### src/rtl/dmem_ctrl.sv
// Valid/ready request/response front end for the 1-cycle-latency data RAM.
// Optional address bounds checking is enabled by defining DMEM_BOUNDS_CHECK_EN.
module dmem_ctrl #(
    parameter int unsigned MEM_DEPTH = 256,
    parameter logic [31:0] BASE_ADDR = 32'h0000_0000
) (
    input  logic                         clk_i,
    input  logic                         rst_ni,
    input  logic                         req_valid_i,
    output logic                         req_ready_o,
    input  logic [31:0]                  req_addr_i,
    input  logic                         req_we_i,
    input  logic [31:0]                  req_wdata_i,
    input  logic [3:0]                   req_wstrb_i,
    output logic                         rsp_valid_o,
    input  logic                         rsp_ready_i,
    output logic [31:0]                  rsp_rdata_o,
    output logic                         rsp_err_o,
    output logic                         ram_en_o,
    output logic                         ram_wen_o,
    output logic [$clog2(MEM_DEPTH)-1:0] ram_addr_o,
    output logic [31:0]                  ram_wdata_o,
    output logic [3:0]                   ram_wstrb_o,
    input  logic [31:0]                  ram_rdata_i
);

    localparam int unsigned AW = $clog2(MEM_DEPTH);

    localparam logic [0:0] IDLE = 1'b0;
    localparam logic [0:0] RESP = 1'b1;

    logic [0:0]  state;
    logic [0:0]  state_next;
    logic        armed;
    logic        is_load_q;
    logic        accept;
    logic        fault;
    logic [31:0] offset;
    logic        unused_offset_bits;

    assign offset             = req_addr_i - BASE_ADDR;
    assign unused_offset_bits = ^{offset[31:AW+2], offset[1:0]};

`ifdef DMEM_BOUNDS_CHECK_EN
    localparam logic [32:0] BASE_EXT = {1'b0, BASE_ADDR};
    localparam logic [32:0] SPAN     = 33'(MEM_DEPTH) << 2;

    logic err_q;

    // 33-bit compare so a window ending at the top of the address space cannot wrap
    assign fault = ({1'b0, req_addr_i} < BASE_EXT) |
                   ({1'b0, req_addr_i} >= (BASE_EXT + SPAN));

    always_ff @(posedge clk_i or negedge rst_ni) begin
        if (!rst_ni) begin
            err_q <= 1'b0;
        end else if (accept) begin
            err_q <= fault;
        end
    end

    assign rsp_err_o = rsp_valid_o & err_q;
`else
    assign fault     = 1'b0;
    assign rsp_err_o = 1'b0;
`endif

    // armed keeps req_ready_o low until the first clock edge after reset release
    assign req_ready_o = armed & ((state == IDLE) | rsp_ready_i);
    assign accept      = req_valid_i & req_ready_o;

    assign ram_en_o    = accept & ~fault;
    assign ram_wen_o   = ram_en_o & req_we_i;
    assign ram_addr_o  = offset[AW+1:2];
    assign ram_wdata_o = req_wdata_i;
    assign ram_wstrb_o = req_wstrb_i;

    always_comb begin
        state_next = state;
        if (accept) begin
            state_next = RESP;
        end else if ((state == RESP) && rsp_ready_i) begin
            state_next = IDLE;
        end
    end

    always_ff @(posedge clk_i or negedge rst_ni) begin
        if (!rst_ni) begin
            state     <= IDLE;
            armed     <= 1'b0;
            is_load_q <= 1'b0;
        end else begin
            state <= state_next;
            armed <= 1'b1;
            if (accept) begin
                is_load_q <= ~req_we_i & ~fault;
            end
        end
    end

    // ram output register only moves on ram_en_o, which is blocked while a response stalls
    assign rsp_valid_o = (state == RESP);
    assign rsp_rdata_o = (rsp_valid_o & is_load_q) ? ram_rdata_i : 32'h0;

endmodule

### config.mk
export PLATFORM = sky130hd
export DESIGN_NAME = dmem_ctrl
export DESIGN_NICKNAME = d
export VERILOG_FILES = /design/src/rtl/dmem_ctrl.sv
export SDC_FILE = /design/constraint.sdc
export NUM_CORES = 1
export LEC_CHECK = 0
export CORE_ASPECT_RATIO = 0.5
export CORE_MARGIN = 2
export CORE_UTILIZATION = 16
export DETAILED_ROUTE_END_ITERATION = 8
export PLACE_DENSITY = 0.82
export SLEW_MARGIN = 40
export SYNTH_ARGS = -nofsm -noshare
export SYNTH_HDL_FRONTEND = slang
export SYNTH_SLANG_ARGS = --single-unit
### constraint.sdc
create_clock -name clk_i -period 1.15 [get_ports clk_i]
set_input_delay 0.1725 -clock clk_i [delete_from_list [all_inputs] [get_ports clk_i]]
set_output_delay 0.1725 -clock clk_i [all_outputs]
set_load 0.02 [all_outputs]
==> flow_results.xml <==
<?xml version="1.0" encoding="UTF-8"?>
<metrics>
  <group name="status">
    <metric name="run_status" unit="">finished with violations</metric>
    <metric name="failed_checks" unit="">negative setup slack</metric>
  </group>
  <group name="drt">
    <metric name="ant_nets" unit="">0</metric>
    <metric name="first_pass_iters" unit="">2</metric>
    <metric name="routed_wirelength" unit="um">2440</metric>
    <metric name="num_vias" unit="">718</metric>
    <metric name="drc" unit="">0</metric>
    <metric name="drt-vias-per-instance" unit="">3.86</metric>
    <metric name="routedWlPerCell" unit="um">13.1</metric>
    <metric name="initialDrtViolationCount" unit="">27</metric>
  </group>
  <group name="clock_tree">
    <metric name="clock_tree_from_tritoncts" unit="">yes</metric>
    <metric name="cts-hold-fix-buffers" unit="">0</metric>
    <metric name="cts_inserted_buffers" unit="">3</metric>
    <metric name="clock_insertion_delay_worst_skew" unit="ns">0.22</metric>
    <metric name="numClockSinks" unit="">3</metric>
    <metric name="clock_tree.buffer_depth" unit="">2</metric>
    <metric name="ctsRootBufferMaster" unit="">sky130_fd_sc_hd__clkbuf_8</metric>
    <metric name="cts_max_level" unit="">1</metric>
    <metric name="path_clk_slew" unit="ns">0.03</metric>
  </group>
  <group name="grt">
    <metric name="grt_most_used_layer" unit="">met2</metric>
    <metric name="antenna_violations_before_repair" unit="">0</metric>
    <metric name="gr-usage-met2" unit="%">15.5</metric>
    <metric name="grt_util_met1" unit="%">8.23</metric>
    <metric name="groute.layer.met3.usage" unit="%">4.24</metric>
    <metric name="maximum_number_of_pins_on_one_net_before_global_route_repair" unit="">33</metric>
    <metric name="grt.overflow.total" unit="">0</metric>
    <metric name="first_pass_grt_wire_length" unit="um">3550</metric>
    <metric name="global_route.usage.total" unit="%">8.90</metric>
    <metric name="first_global_vias" unit="">737</metric>
  </group>
  <group name="worst_setup_path">
    <metric name="worstRegToRegCells" unit="">4</metric>
    <metric name="timing.critical_path.from_type" unit="">register</metric>
    <metric name="timing.critical_path.max_delay_family" unit="">flip-flops</metric>
    <metric name="worstPathCellList" unit="">buf_8 &gt; and3_2 &gt; buf_2</metric>
    <metric name="worst_setup_path_end_kind" unit="">output port</metric>
    <metric name="timing.critical_path.slowest_cell_delay" unit="ns">0.44</metric>
    <metric name="crit_cells" unit="">3</metric>
    <metric name="critical-path-slowest-cell" unit="">sky130_fd_sc_hd__dfrtp_2</metric>
    <metric name="criticalPathCategory" unit="">register to output port</metric>
    <metric name="required" unit="ns">0.98</metric>
    <metric name="path_max_fanout" unit="">19</metric>
    <metric name="worst-path-buf-inv" unit="">2</metric>
    <metric name="cp.arrival" unit="ns">1.16</metric>
  </group>
  <group name="power">
    <metric name="fin_total_pwr" unit="W">0.00104</metric>
    <metric name="cellLeakagePower" unit="nW">0.660</metric>
    <metric name="vdd.ir_drop.worst" unit="uV">476</metric>
    <metric name="power.density_cell_area" unit="nW/um2">853</metric>
  </group>
  <group name="yosys">
    <metric name="syn_inst" unit="">96</metric>
    <metric name="postSynthNetCount" unit="">201</metric>
    <metric name="ys_warn_count" unit="">0</metric>
    <metric name="mean_syn_cell_area" unit="um2">7.46</metric>
    <metric name="synth.ff_latch_count" unit="">3</metric>
    <metric name="synth_seq_area_share" unit="%">10.5</metric>
    <metric name="syn_area" unit="um2">716</metric>
    <metric name="synthDistinctLibCells" unit="">14</metric>
  </group>
  <group name="cells_and_area">
    <metric name="nNetsFinal" unit="">235</metric>
    <metric name="insertedDiodeCount" unit="">0</metric>
    <metric name="syn_to_final_growth" unit="%">69.8</metric>
    <metric name="drive_gt1_share" unit="%">52.7</metric>
    <metric name="final_cells" unit="">186</metric>
  </group>
  <group name="sta">
    <metric name="final_hold_viol_count" unit="">0</metric>
    <metric name="final.hold.worst_slack" unit="ns">0.142</metric>
    <metric name="fin_ws" unit="ns">-0.183</metric>
    <metric name="fmax" unit="MHz">750</metric>
    <metric name="final_period_util" unit="%">116</metric>
    <metric name="period_minus_slack" unit="ns">1.33</metric>
    <metric name="setup_violations" unit="">35</metric>
    <metric name="finClkSkew" unit="ns">0.00322</metric>
    <metric name="slew_violations" unit="">0</metric>
    <metric name="final.setup.tns" unit="ns">-5.00</metric>
    <metric name="setup_repair_after_global_routing_missed_its_margin" unit="">true</metric>
  </group>
  <group name="place">
    <metric name="post-place-ws" unit="ns">-0.664</metric>
    <metric name="dpl_hpwl" unit="um">1980</metric>
    <metric name="final_weighted_congestion_of_routability_driven_global_placement" unit="">0.647</metric>
    <metric name="portBuffers" unit="">72</metric>
    <metric name="dp_cells" unit="">180</metric>
  </group>
  <group name="die">
    <metric name="die_area" unit="um2">5060</metric>
    <metric name="chipHeight" unit="um">51.3</metric>
    <metric name="core_area" unit="um2">4340</metric>
    <metric name="io-pin-count" unit="">186</metric>
    <metric name="die_boundary_width" unit="um">98.6</metric>
    <metric name="start_util" unit="%">16.5</metric>
    <metric name="fp-row-count" unit="">17</metric>
  </group>
  <group name="job">
    <metric name="drv.max_cap_violation_count" unit="">0</metric>
  </group>
  <group name="worst_hold_path">
    <metric name="timing.hold.worst.class" unit="">input pin to async pin</metric>
  </group>
</metrics>
-- where the power goes --
part / switching (W) / leakage (nW) / internal, W
clock network: 0.0000701 / 0.0228 / 0.000236
logic: 0.000274 / 0.603 / 0.000324
registers: 0.0000137 / 0.0342 / 0.000118
-- path summary, 6_finish.rpt --
check / from / end / slack (ns)
min reg2reg: is_load_q / is_load_q / 0.56
max reg2reg: rsp_valid_o / is_load_q / 0.10
min: rst_ni / armed / 0.14
max in group asynchronous: rst_ni / rsp_valid_o / 0.85
min in group clk_i: req_wdata_i[11] / ram_wdata_o[11] / 0.35
max: rsp_valid_o / rsp_rdata_o[22] / -0.18
-- sequential cells by signal, indices dropped and copies added (netlist names) --
signal / cells
armed: 1
rsp_valid_o: 1
is_load_q: 1
-- layout make-up --
cell class,instances,area (um2)
inverter,1,3.75
sequential,3,76.3
fill,474,3120
clock buffer,4,45.0
tap,57,71.3
multi-input combinational,41,320
timing repair buffer,80,698
-- layer usage --
metal  part of all wire (%)  wire [um]  vias up
li1                       -          -      330
met1                     34        832      335
met2                     54       1310       35
met3                    7.7        187       18
met4                    4.4        106        0
met5                      0          0        -
-- Yosys cell counts --
cell type	n	area share (%)
sky130_fd_sc_hd__nand2b_1	1	0.87
sky130_fd_sc_hd__nor2b_4	1	1.9
sky130_fd_sc_hd__nand2_1	2	1.0
sky130_fd_sc_hd__and3_2	12	13
sky130_fd_sc_hd__and3_1	20	17
sky130_fd_sc_hd__dfrtp_1	3	10
sky130_fd_sc_hd__inv_1	1	0.52
sky130_fd_sc_hd__buf_4	45	47
sky130_fd_sc_hd__clkbuf_2	1	0.70
sky130_fd_sc_hd__clkbuf_1	3	1.6
sky130_fd_sc_hd__buf_2	2	1.4
sky130_fd_sc_hd__mux2i_1	1	1.4
sky130_fd_sc_hd__and2_1	2	1.7
sky130_fd_sc_hd__conb_1	2	1.0
-- metrics by stage --
| step | utilization [%] | cell area, um2 |
|---|---|---|
| after CTS | 25.8 | 1120 |
| final | 28.0 | 1210 |
| after floorplan | - | 719 |
| after detailed placement | 27.8 | 1200 |
| after global routing | 28.0 | 1210 |
| after global placement | 27.8 | 1200 |
-- cell families after synthesis --
group / share of synthesized area, %
buf+inv: 51.4
simple gates: 35.7
flops: 10.5
other cells: 1.05
mux: 1.40
-- layout by cell type (no fill, tap or decap), drive strengths merged --
cell type | Yosys | layout
and3 | 32 | 32
conb | 2 | 2
dfrtp | 3 | 3
nor2b | 1 | 1
buf | 47 | 44
and2 | 2 | 2
inv | 1 | 1
nand2 | 2 | 2
clkbuf | 4 | 4
mux2i | 1 | 1
dlygate4sd2 | 0 | 1
clkdlybuf4s50 | 0 | 35
nand2b | 1 | 1
-- timing repair --
action,4_1_cts,5_1_grt
resized for setup,157,25
setup endpoints to repair,36,36
pin swaps,1,2
setup buffers,1,1
Note: power is estimated with default switching activity, not from simulation.
